--- config.mk ---
export PLATFORM = sky130hd
export DESIGN_NAME = uart_receiver
export DESIGN_NICKNAME = d
export VERILOG_FILES = /design/src/rtl/uart_receiver.sv
export SDC_FILE = /design/constraint.sdc
export NUM_CORES = 1
export LEC_CHECK = 0
export CORE_UTILIZATION = 40
export DETAILED_ROUTE_END_ITERATION = 10
export PLACE_DENSITY = 0.68
export SLEW_MARGIN = 20
export SYNTH_ARGS = -nofsm -noshare
export SYNTH_HDL_FRONTEND = slang
export SYNTH_SLANG_ARGS = --single-unit
--- constraint.sdc ---
create_clock -name clock -period 3.5 [get_ports clock]
set_clock_uncertainty 0.1 [all_clocks]
set_input_delay 0.7 -clock clock [delete_from_list [all_inputs] [get_ports clock]]
set_output_delay 0.7 -clock clock [all_outputs]
set_load 0.02 [all_outputs]
--- src/rtl/uart_receiver.sv ---
// 8N1 UART receiver: 2-flop synchronizer, 3-sample majority vote per bit,
// start-glitch rejection and stop-bit framing error strobe.
module uart_receiver #(
    parameter int CLK_PER_BIT = 868
) (
    input  logic       clock,
    input  logic       reset,
    input  logic       rxd,
    output logic       rx_ready,
    output logic [7:0] rdata,
    output logic       ferr,
    output logic       busy
);

    localparam int H  = CLK_PER_BIT / 2;
    localparam int CW = $clog2(CLK_PER_BIT);

    localparam logic [CW-1:0] CNT_MAX = CW'(CLK_PER_BIT - 1);
    localparam logic [CW-1:0] CNT_S0  = CW'(H - 1);
    localparam logic [CW-1:0] CNT_S1  = CW'(H);
    localparam logic [CW-1:0] CNT_S2  = CW'(H + 1);

    typedef enum logic [2:0] {
        WAIT_IDLE = 3'd0,
        IDLE      = 3'd1,
        START     = 3'd2,
        DATA      = 3'd3,
        STOP      = 3'd4
    } state_t;

    state_t          state_q, state_d;
    logic            rx_meta_q;
    logic            rxs_q;
    logic [CW-1:0]   cnt_q, cnt_d;
    logic            samp0_q, samp0_d;
    logic            samp1_q, samp1_d;
    logic [2:0]      bit_idx_q, bit_idx_d;
    logic [7:0]      shift_q, shift_d;
    logic [7:0]      rdata_q, rdata_d;
    logic            rx_ready_q, rx_ready_d;
    logic            ferr_q, ferr_d;

    logic            majority;
    logic            at_mid;
    logic            at_wrap;
    logic            active_d;

    // Third vote is the live synchronized sample at cnt = H+1.
    assign majority = (samp0_q & samp1_q) | (samp0_q & rxs_q) | (samp1_q & rxs_q);
    assign at_mid   = (cnt_q == CNT_S2);
    assign at_wrap  = (cnt_q == CNT_MAX);

    always_ff @(posedge clock) begin
        if (reset) begin
            state_q <= WAIT_IDLE;
        end else begin
            state_q <= state_d;
        end
    end

    always_comb begin
        state_d = state_q;
        case (state_q)
            WAIT_IDLE: begin
                if (rxs_q) begin
                    state_d = IDLE;
                end
            end
            IDLE: begin
                if (!rxs_q) begin
                    state_d = START;
                end
            end
            START: begin
                if (at_mid && majority) begin
                    state_d = IDLE;
                end else if (at_wrap) begin
                    state_d = DATA;
                end
            end
            DATA: begin
                if (at_wrap && (bit_idx_q == 3'd7)) begin
                    state_d = STOP;
                end
            end
            STOP: begin
                if (at_mid) begin
                    state_d = majority ? IDLE : WAIT_IDLE;
                end
            end
            default: state_d = WAIT_IDLE;
        endcase
    end

    // Counter only runs while a frame is in flight; IDLE always hands START a zero.
    assign active_d = (state_q != IDLE) && (state_q != WAIT_IDLE) &&
                      (state_d != IDLE) && (state_d != WAIT_IDLE);

    always_comb begin
        cnt_d      = '0;
        samp0_d    = samp0_q;
        samp1_d    = samp1_q;
        bit_idx_d  = bit_idx_q;
        shift_d    = shift_q;
        rdata_d    = rdata_q;
        rx_ready_d = 1'b0;
        ferr_d     = 1'b0;

        if (active_d) begin
            cnt_d = at_wrap ? '0 : cnt_q + CW'(1);
        end

        if (cnt_q == CNT_S0) begin
            samp0_d = rxs_q;
        end
        if (cnt_q == CNT_S1) begin
            samp1_d = rxs_q;
        end

        case (state_q)
            START: begin
                bit_idx_d = 3'd0;
            end
            DATA: begin
                if (at_mid) begin
                    shift_d = {majority, shift_q[7:1]};
                end
                if (at_wrap) begin
                    bit_idx_d = bit_idx_q + 3'd1;
                end
            end
            STOP: begin
                if (at_mid) begin
                    if (majority) begin
                        rdata_d    = shift_q;
                        rx_ready_d = 1'b1;
                    end else begin
                        ferr_d = 1'b1;
                    end
                end
            end
            default: begin
            end
        endcase
    end

    always_ff @(posedge clock) begin
        if (reset) begin
            rx_meta_q  <= 1'b0;
            rxs_q      <= 1'b0;
            cnt_q      <= '0;
            samp0_q    <= 1'b0;
            samp1_q    <= 1'b0;
            bit_idx_q  <= 3'd0;
            shift_q    <= 8'h00;
            rdata_q    <= 8'h00;
            rx_ready_q <= 1'b0;
            ferr_q     <= 1'b0;
        end else begin
            rx_meta_q  <= rxd;
            rxs_q      <= rx_meta_q;
            cnt_q      <= cnt_d;
            samp0_q    <= samp0_d;
            samp1_q    <= samp1_d;
            bit_idx_q  <= bit_idx_d;
            shift_q    <= shift_d;
            rdata_q    <= rdata_d;
            rx_ready_q <= rx_ready_d;
            ferr_q     <= ferr_d;
        end
    end

    assign rx_ready = rx_ready_q;
    assign ferr     = ferr_q;
    assign rdata    = rdata_q;
    assign busy     = (state_q != IDLE);

endmodule

Yosys cells after proc, flatten, opt, wreduce, memory -nomap -nowiden
Cells that the tools add are included.

storage, ports and cells
  output and inout port bits = 11
  logic and storage cells = 59
  input port bits = 3
  bits in registers = 38

operators by class
  mux-type cells = 12
  bitwise operators = 8
  reduce and logical (&&, ||, !) cells = 14
  $add $sub $neg = 2
  equality and inequality tests = 12

operators with widths
  kind                     number
  $eq A10 B9 Y1 const B    3
  $mux W3                  7
  $pmux W3 S5              1
  $add A10 B1 Y10 const B  1
  $eq A10 B10 Y1 const B   1
  $eq A3 B2 Y1 const B     2
  $eq A3 B3 Y1 const B     2
  $ne A3 B1 Y1 const B     2
  $pmux W3 S2              1
  $reduce_bool A3 Y1       2
  $reduce_or A3 Y1         2
  $logic_and A1 B1 Y1      5
  $reduce_and A2 Y1        2
  $add A3 B1 Y3 const B    1
  $and A1 B1 Y1            3
  $eq A3 B1 Y1 const B     1
  $logic_not A3 Y1         1
  $mux W1                  3
  $not A1 Y1               3
  $reduce_and A3 Y1        1
  $ne A2 B2 Y1 const B     1
  $or A1 B1 Y1             2
  $reduce_bool A2 Y1       1

Logic depth before layout (Yosys ltp)
Gate-level depths: netlist of run 1.

  depth in word-level cells = 11
  mapped depth = 7

Least setup slack after synthesis of run 1
Ideal clock, no wire load.

  kind = reg-to-reg
  from = register cnt_q[0]
  to = register shift_q[0]
  path buffers = 1
  slack = 1,566 ps
  data arrival time = 1,706 ps
  data required time = 3,272 ps
  setup time = 128 ps
  stages on the path, launching flop included = 7
  path through = dfxtp_1 -> ha_1 -> nand4bb_1 -> buf_6 -> nor4_4 -> mux2i_1 -> nor2_1

on the way
  word-level cells in the longest chain between the ends = 2

RTL lines
  element                             line  source
  from (decl)                         34    logic [CW-1:0] cnt_q, cnt_d;
  from (signal assigned)              162   cnt_q <= cnt_d;
  $eq A10 B9 Y1                       50    assign at_mid = (cnt_q == CNT_S2);
  $reduce_and A2 Y1 (no source line)  n/a
  to (signal assigned)                166   shift_q <= shift_d;
  to (decl)                           38    logic [7:0] shift_q, shift_d;

No other way between the ends.
A chain may end at the register's enable or synchronous reset.

Worst setup path after layout of run 1
  from = register cnt_q[0]
  to = register cnt_q[7]

on the way
  word-level cells in the longest chain between the ends = 9

RTL lines
  element                                                 line    source
  $eq A10 B10 Y1 / $eq A10 B9 Y1 (equally long branches)  51, 50
  $mux W3 (tied with other cells)                         77      end else if (at_wrap) begin
  $mux W3 (on tied branches)                              75, 82
  $pmux W3 S5                                             63      case (state_q)
  $ne A3 B1 Y1                                            97      (state_d != IDLE) && (state_d != WAIT_IDLE);
  $logic_and A1 B1 Y1                                     96      assign active_d = (state_q != IDLE) && (state_q != WAIT_IDLE) &&
  $logic_and A1 B1 Y1                                     97
  $not A1 Y1 (no source line)                             n/a
  $reduce_or A3 Y1 (no source line)                       n/a

Several ways; a longest one is shown, not always the timed one.

==> run_results.csv, run 1 <==
group,metric,value,unit
clocking,clock_sinks,38,
place,gp_congestion,0.8622,
hold_path,min_to,"rxs_q$_SDFF_PP0_",
floorplan,core,4058,um2
timing,worst_slack,1015,ps
power,combPwrFrac,2.3,%
detailed_routing,vias,1311,
detailed_routing,dr.first_iter.drc_count,99,
floorplan,rows,23,
synth,async_flop_share,0,%
timing,finalCritPeriodShare,71.00,%
synth,synth-edff-count,0,
power,power_density,389.2,nW/um2
floorplan,ios,14,
layout,layout-drive-gt1-share,7.179,%
timing,fmax,402.4,MHz
global_routing,antenna_found_initial,0,
layout,antenna_cells,0,
global_routing,grt_max_degree,20,
outcome,status,"completed",
detailed_routing,drt-total-wl,3241,um
layout,syn_to_final_growth,14.88,%
synth,ys_ff_latch,38,
timing,finalSetupViolCount,0,
detailed_routing,routed_via_density,5.351,
clocking,clk_latency,290,ps
global_routing,grt_pass1_wl,5595,um
setup_path,cp-start-kind,"flop",
floorplan,start_util,42.28,%
setup_path,end_kind,"flop",
detailed_routing,routed.top_layer,"met4",
power,ir_drop,0.0002698,V
floorplan,die_area,4554,um2
place,dp_hpwl,2318,um
synth,syn-num-nets,189,
hold_path,hold_class,"flop to flop",
clocking,clk_path_buf_depth,2,
timing,drv_slew,0,
clocking,cts-hold-fix-buffers,0,
detailed_routing,drc_errors,0,
detailed_routing,dr_wl_met3,141,um
synth,avgSynthCellArea,9.477,um2
clocking,cts_tree,"built",
power,leakage,0.6501,nW
layout,final_common_cell,"dfxtp_1",
timing,hold_viol,0,
clocking,cts_setup_buffers,0,
power,swShare,21.85,%
setup_path,worst-setup-path-type,"flop to flop",
setup_path,worstPathMaxFanout,10,
detailed_routing,met2WireLength,1332,um
power,p_switching,0.1676,mW
power,intPower,0.5994,mW
floorplan,die_w,67.49,um
clocking,post_cts_resized,0,
synth,ys_warn_count,0,
clocking,path_clk_slew,80,ps
layout,final_net_count,202,
setup_path,cp.arrival,2580,ps
flow_run,cap_violations,0,
timing,rsz0062_at_grt,"no",
hold_path,hp-start,"rx_meta_q$_SDFF_PP0_",
detailed_routing,antenna_left,0,
setup_path,cp.required,3590,ps
layout,layout_common_cells,"dfxtp_1 (38), nor2_1 (21), clkdlybuf4s50_1 (13)",
synth,synth_flop_cell,"dfxtp_1",
synth,seq_area_frac_synth,44.35,%
clocking,htreeDepth,2,
timing,fin_tns_setup,0,ps
setup_path,reg2regPathDepth,5,
layout,fin_util,48.57,%
timing,whs,350.9,ps
global_routing,grt_usage,16.46,%
setup_path,r2r_start,"cnt_q[0]$_SDFF_PP0_",
global_routing,globalRouteOverflowTotal,0,
timing,tightest_slew,973.1,ps
setup_path,r2r_end,"cnt_q[7]$_SDFF_PP0_",
timing,max_slew_margin,34.58,%
synth,synth_cells,181,
hold_path,whs_path_depth,1,
clocking,root_buffer,"clkbuf_8",
place,port_buffers,13,
detailed_routing,wire_per_inst,13.23,um
floorplan,die_h,67.49,um
timing,post-route-min-period,2485,ps
layout,fillers,390,
clocking,cts_buffers,5,
power,p_clk_share,40.9,%
place,place_ws,1097,ps
power,pwr-share-seq,56.8,%
power,power,0.7669,mW
synth,synth_area,1715,um2
setup_path,reg2reg_slack,1020,ps
synth,yosysUniqueCellTypes,42,
detailed_routing,wl_met1,1688,um
detailed_routing,dr.pass1.iters,4,
global_routing,grt_pass1_vias,1185,
[synthesized netlist by cell type (2+ instances only)]
master,instances,area share [%]
buf_1,2,0.44
ha_1,5,3.6
buf_2,2,0.58
xor2_1,2,1.0
and3_1,2,0.73
a211oi_1,7,3.1
a21oi_1,5,1.5
or3_1,3,1.1
nor2b_1,3,1.1
a2bb2oi_1,8,4.1
xnor2_1,6,3.1
nand3_1,4,1.2
mux2i_1,10,5.8
nor4_1,3,1.1
inv_1,8,1.8
dfxtp_1,38,44
o21ai_0,6,1.8
nor2_1,21,4.6
clkbuf_1,3,0.66
nand4b_1,2,1.0
nand4_1,3,1.1
nand2b_1,10,3.6
nand2_1,7,1.5
nor3_1,3,0.88
[registers in the layout, indices dropped and copies added (netlist names)]
register,flops
rx_meta_q,1
cnt_q,10
samp0_q,1
rx_ready,1
ferr,1
rdata,8
shift_q,8
bit_idx_q,3
rxs_q,1
samp1_q,1
state_q,3
[metal layers]
layer | vias up | global-route usage, %
met5 | - | 0
met4 | 0 | 7.713
met3 | 7 | 4.561
met2 | 28 | 23.51
met1 | 609 | 22.56
li1 | 667 | -
[how the worst max path moves through the flow]
stage | from | endpoint | slack [ps] | cells past startpoint
after floorplan | cnt_q[0]$_SDFF_PP0_ | shift_q[0]$_SDFFE_PP0P_ | 1570 | 6
after global placement | cnt_q[0]$_SDFF_PP0_ | cnt_q[0]$_SDFF_PP0_ | 1100 | 4
after detailed placement | cnt_q[0]$_SDFF_PP0_ | cnt_q[7]$_SDFF_PP0_ | 1100 | 4
after CTS | cnt_q[0]$_SDFF_PP0_ | cnt_q[7]$_SDFF_PP0_ | 1080 | 4
after global routing | cnt_q[0]$_SDFF_PP0_ | cnt_q[7]$_SDFF_PP0_ | 820 | 5
final | cnt_q[0]$_SDFF_PP0_ | cnt_q[7]$_SDFF_PP0_ | 1020 | 5
[kinds of logic after synthesis]
group	synth area share [%]
and+or+nand+nor	24.51
DFF	44.35
AOI/OAI and AO/OA	12.91
muxes	5.835
buffers and inverters	4.085
adders and majority gates	4.231
xor gates and xnor gates	4.085
[cell type report]
cell class / count / area [um2] / share of cell area [%]
multi-input combinational: 127 / 884.6 / 44.89
sequential: 38 / 760.7 / 38.60
timing repair buffer: 14 / 137.6 / 6.984
clock buffer: 6 / 82.58 / 4.190
tap: 50 / 62.56 / 3.175
inverter: 8 / 30.03 / 1.524
clock inverter: 2 / 12.51 / 0.6349
[critical path, cell delays in order (launching register included)]
cell	delay, ps
dfxtp_1	410
ha_1	250
nand4bb_1	410
nor4_2	600
a2bb2oi_1	340
a211oi_1	280
[per-stage QoR]
stage               instance area [um2]  cells
CTS                                1971    245
detailed placement                 1876    237
global route                       1971    245
floorplan                          1715    181
global placement                   1876    237
finish                             1971    245
[power by group through the flow]
stage          sequential, mW  combinational [mW]  clock (mW)
4_1_cts                 0.436              0.0174       0.321
3_5_place_dp            0.446              0.0174           0
5_1_grt                 0.436              0.0190       0.344
3_3_place_gp            0.446              0.0173           0
2_1_floorplan           0.445              0.0113           0
6_report                0.436              0.0175       0.314
(Power assumes the default switching activity.)
==> inputs of run 2 (changes only) <==
clock period = 2.5 ns   (was 3.5 ns; I/O delays follow)
==> run 2 against run 1 <==
Hold slack got worse by 13 ps. Maximum frequency rose by 14%. Final cell count rose by 1.6%. Core utilization rose by 1.2 points. Critical path type unchanged.
==> run_results.csv, run 2 (synthesized netlist as in run 1, its figures left out) <==
group,metric,value,unit
power,pwr-share-seq,52.7,%
clocking,cts_buffers,5,
layout,antenna_cells,0,
global_routing,grt_max_degree,21,
global_routing,grt_pass1_wl,5444,um
power,intPower,0.9146,mW
layout,layout_common_cells,"dfxtp_1 (38), nor2_1 (21), clkdlybuf4s50_1 (13)",
layout,layout-drive-gt1-share,9.045,%
power,combPwrFrac,2.1,%
detailed_routing,antenna_left,0,
setup_path,cp.arrival,2220,ps
timing,drv_slew,0,
timing,hold_viol,0,
clocking,post_cts_resized,0,
timing,max_slew_margin,52.33,%
setup_path,cp_top_family,"compound AO/OA/AOI/OAI gates",
flow_run,cap_violations,0,
setup_path,worst-setup-path-type,"flop to flop",
timing,post-route-min-period,2179,ps
floorplan,core,4058,um2
setup_path,cp-start-kind,"flop",
clocking,root_buffer,"clkbuf_8",
timing,tightest_slew,712.4,ps
clocking,cts_setup_buffers,0,
place,port_buffers,13,
timing,fmax,458.9,MHz
layout,final_common_cell,"dfxtp_1",
place,gp_congestion,0.7765,
clocking,cts_tree,"built",
clocking,clk_path_buf_depth,2,
detailed_routing,wl_met1,1714,um
layout,final_net_count,206,
detailed_routing,drt-total-wl,3307,um
setup_path,crit_chain,"ha_1, nand4bb_1, buf_4, nor3_1, a2bb2oi_1, a211oi_1",
clocking,clock_sinks,38,
floorplan,rows,23,
setup_path,cp.required,2540,ps
timing,finalSetupViolCount,0,
hold_path,min_to,"rxs_q$_SDFF_PP0_",
layout,fin_cells,249,
detailed_routing,met2WireLength,1421,um
detailed_routing,routed_via_density,5.277,
clocking,htreeDepth,2,
setup_path,worstSetupStartpoint,"cnt_q[0]$_SDFF_PP0_",
global_routing,antenna_found_initial,0,
timing,finalCritPeriodShare,87.17,%
setup_path,r2r_end,"cnt_q[8]$_SDFF_PP0_",
place,place_ws,330.2,ps
floorplan,die_h,67.49,um
global_routing,globalRouteOverflowTotal,0,
detailed_routing,dr.pass1.iters,4,
hold_path,whs_path_depth,1,
floorplan,die_w,67.49,um
setup_path,reg2regPathDepth,6,
timing,fin_tns_setup,0,ps
setup_path,reg2reg_slack,320,ps
timing,rsz0062_at_grt,"no",
floorplan,die_area,4554,um2
hold_path,hp-start,"rx_meta_q$_SDFF_PP0_",
detailed_routing,drc_errors,0,
power,power_density,572.8,nW/um2
layout,top_register,"cnt_q",
setup_path,worst-path-buf-inv,1,
detailed_routing,routed.top_layer,"met4",
power,swShare,20.93,%
layout,syn_to_final_growth,17.72,%
setup_path,slowest_stage,"a2bb2oi_1",
outcome,status,"completed",
place,dp_hpwl,2333,um
layout,largest_reg_flops,10,
clocking,clk_latency,290,ps
floorplan,start_util,42.28,%
detailed_routing,vias,1314,
global_routing,grt_usage,16.22,%
power,leakage,0.6725,nW
detailed_routing,wire_per_inst,13.28,um
power,p_clk_share,45.2,%
global_routing,grt_pass1_vias,1176,
power,ir_drop,0.0003774,V
clocking,path_clk_slew,80,ps
setup_path,r2r_start,"cnt_q[0]$_SDFF_PP0_",
setup_path,worstPathMaxFanout,10,
place,placed_cells,241,
setup_path,max_stage_delay,610,ps
timing,worst_slack,320.8,ps
setup_path,end_kind,"flop",
detailed_routing,dr_wl_met3,127,um
detailed_routing,dr.first_iter.drc_count,70,
clocking,cts-hold-fix-buffers,0,
power,p_switching,0.2420,mW
hold_path,hold_class,"flop to flop",
floorplan,ios,14,
power,power,1.157,mW
-- run 2: power by group through the flow --
| stage | registers, mW | clock network, mW | logic (mW) |
|---|---|---|---|
| 3_5_place_dp | 0.624 | 0 | 0.0244 |
| 3_3_place_gp | 0.624 | 0 | 0.0250 |
| 2_1_floorplan | 0.623 | 0 | 0.0158 |
| 5_1_grt | 0.610 | 0.558 | 0.0271 |
| 6_report | 0.610 | 0.522 | 0.0243 |
| 4_1_cts | 0.610 | 0.539 | 0.0247 |
-- run 2: worst max-delay path by stage --
stage / endpoint / slack (ps) / cells after the start
6_report: cnt_q[8]$_SDFF_PP0_ / 320 / 6
5_1_grt: cnt_q[0]$_SDFF_PP0_ / 80 / 6
4_1_cts: cnt_q[8]$_SDFF_PP0_ / 310 / 6
3_5_place_dp: cnt_q[7]$_SDFF_PP0_ / 330 / 6
3_3_place_gp: cnt_q[5]$_SDFF_PP0_ / 370 / 6
2_1_floorplan: shift_q[0]$_SDFFE_PP0P_ / 570 / 6
-- run 2: final cells by class --
cell class / instances / area, um2
flip-flops and latches: 38 / 760.7
clock inverters: 3 / 45.04
inverters: 8 / 30.03
multi-input cells: 127 / 884.6
clock buffers: 5 / 68.82
fillers: 374 / 2038
repair buffers: 18 / 167.7
well taps: 50 / 62.56
-- run 2: worst reg2reg max path, delay by kind of cell (launching register included) --
kind | cells | cell delay, ps
compound gates | 2 | 770
simple gates | 2 | 300
fa+ha+maj | 1 | 260
buf+inv | 1 | 180
flops | 1 | 410
-- run 2: per-layer routing --
metal  vias to the layer above  track usage (%)
met1                       609            22.82
met4                         0            7.979
met2                        25            23.02
li1                        676                -
met5                         -                0
met3                         4            3.547
-- run 2: metrics by stage --
step | hold WS [ps] | area [um2] | utilization [%]
final | 338.2 | 2019 | 49.77
after global routing | 363.6 | 2019 | 49.77
after floorplan | 313.8 | 1715 | -
after global placement | 318.9 | 1906 | 46.96
after detailed placement | 324.2 | 1906 | 46.96
after CTS | 341.8 | 2019 | 49.77
==> inputs of run 3 (changes only) <==
CTS_BUF_LIST = sky130_fd_sc_hd__clkbuf_4 sky130_fd_sc_hd__clkbuf_8   (was default)
SLEW_MARGIN = default   (was 20)
==> results of run 3 <==
No change in the layout: final DEF, timing and power equal those of run 2.
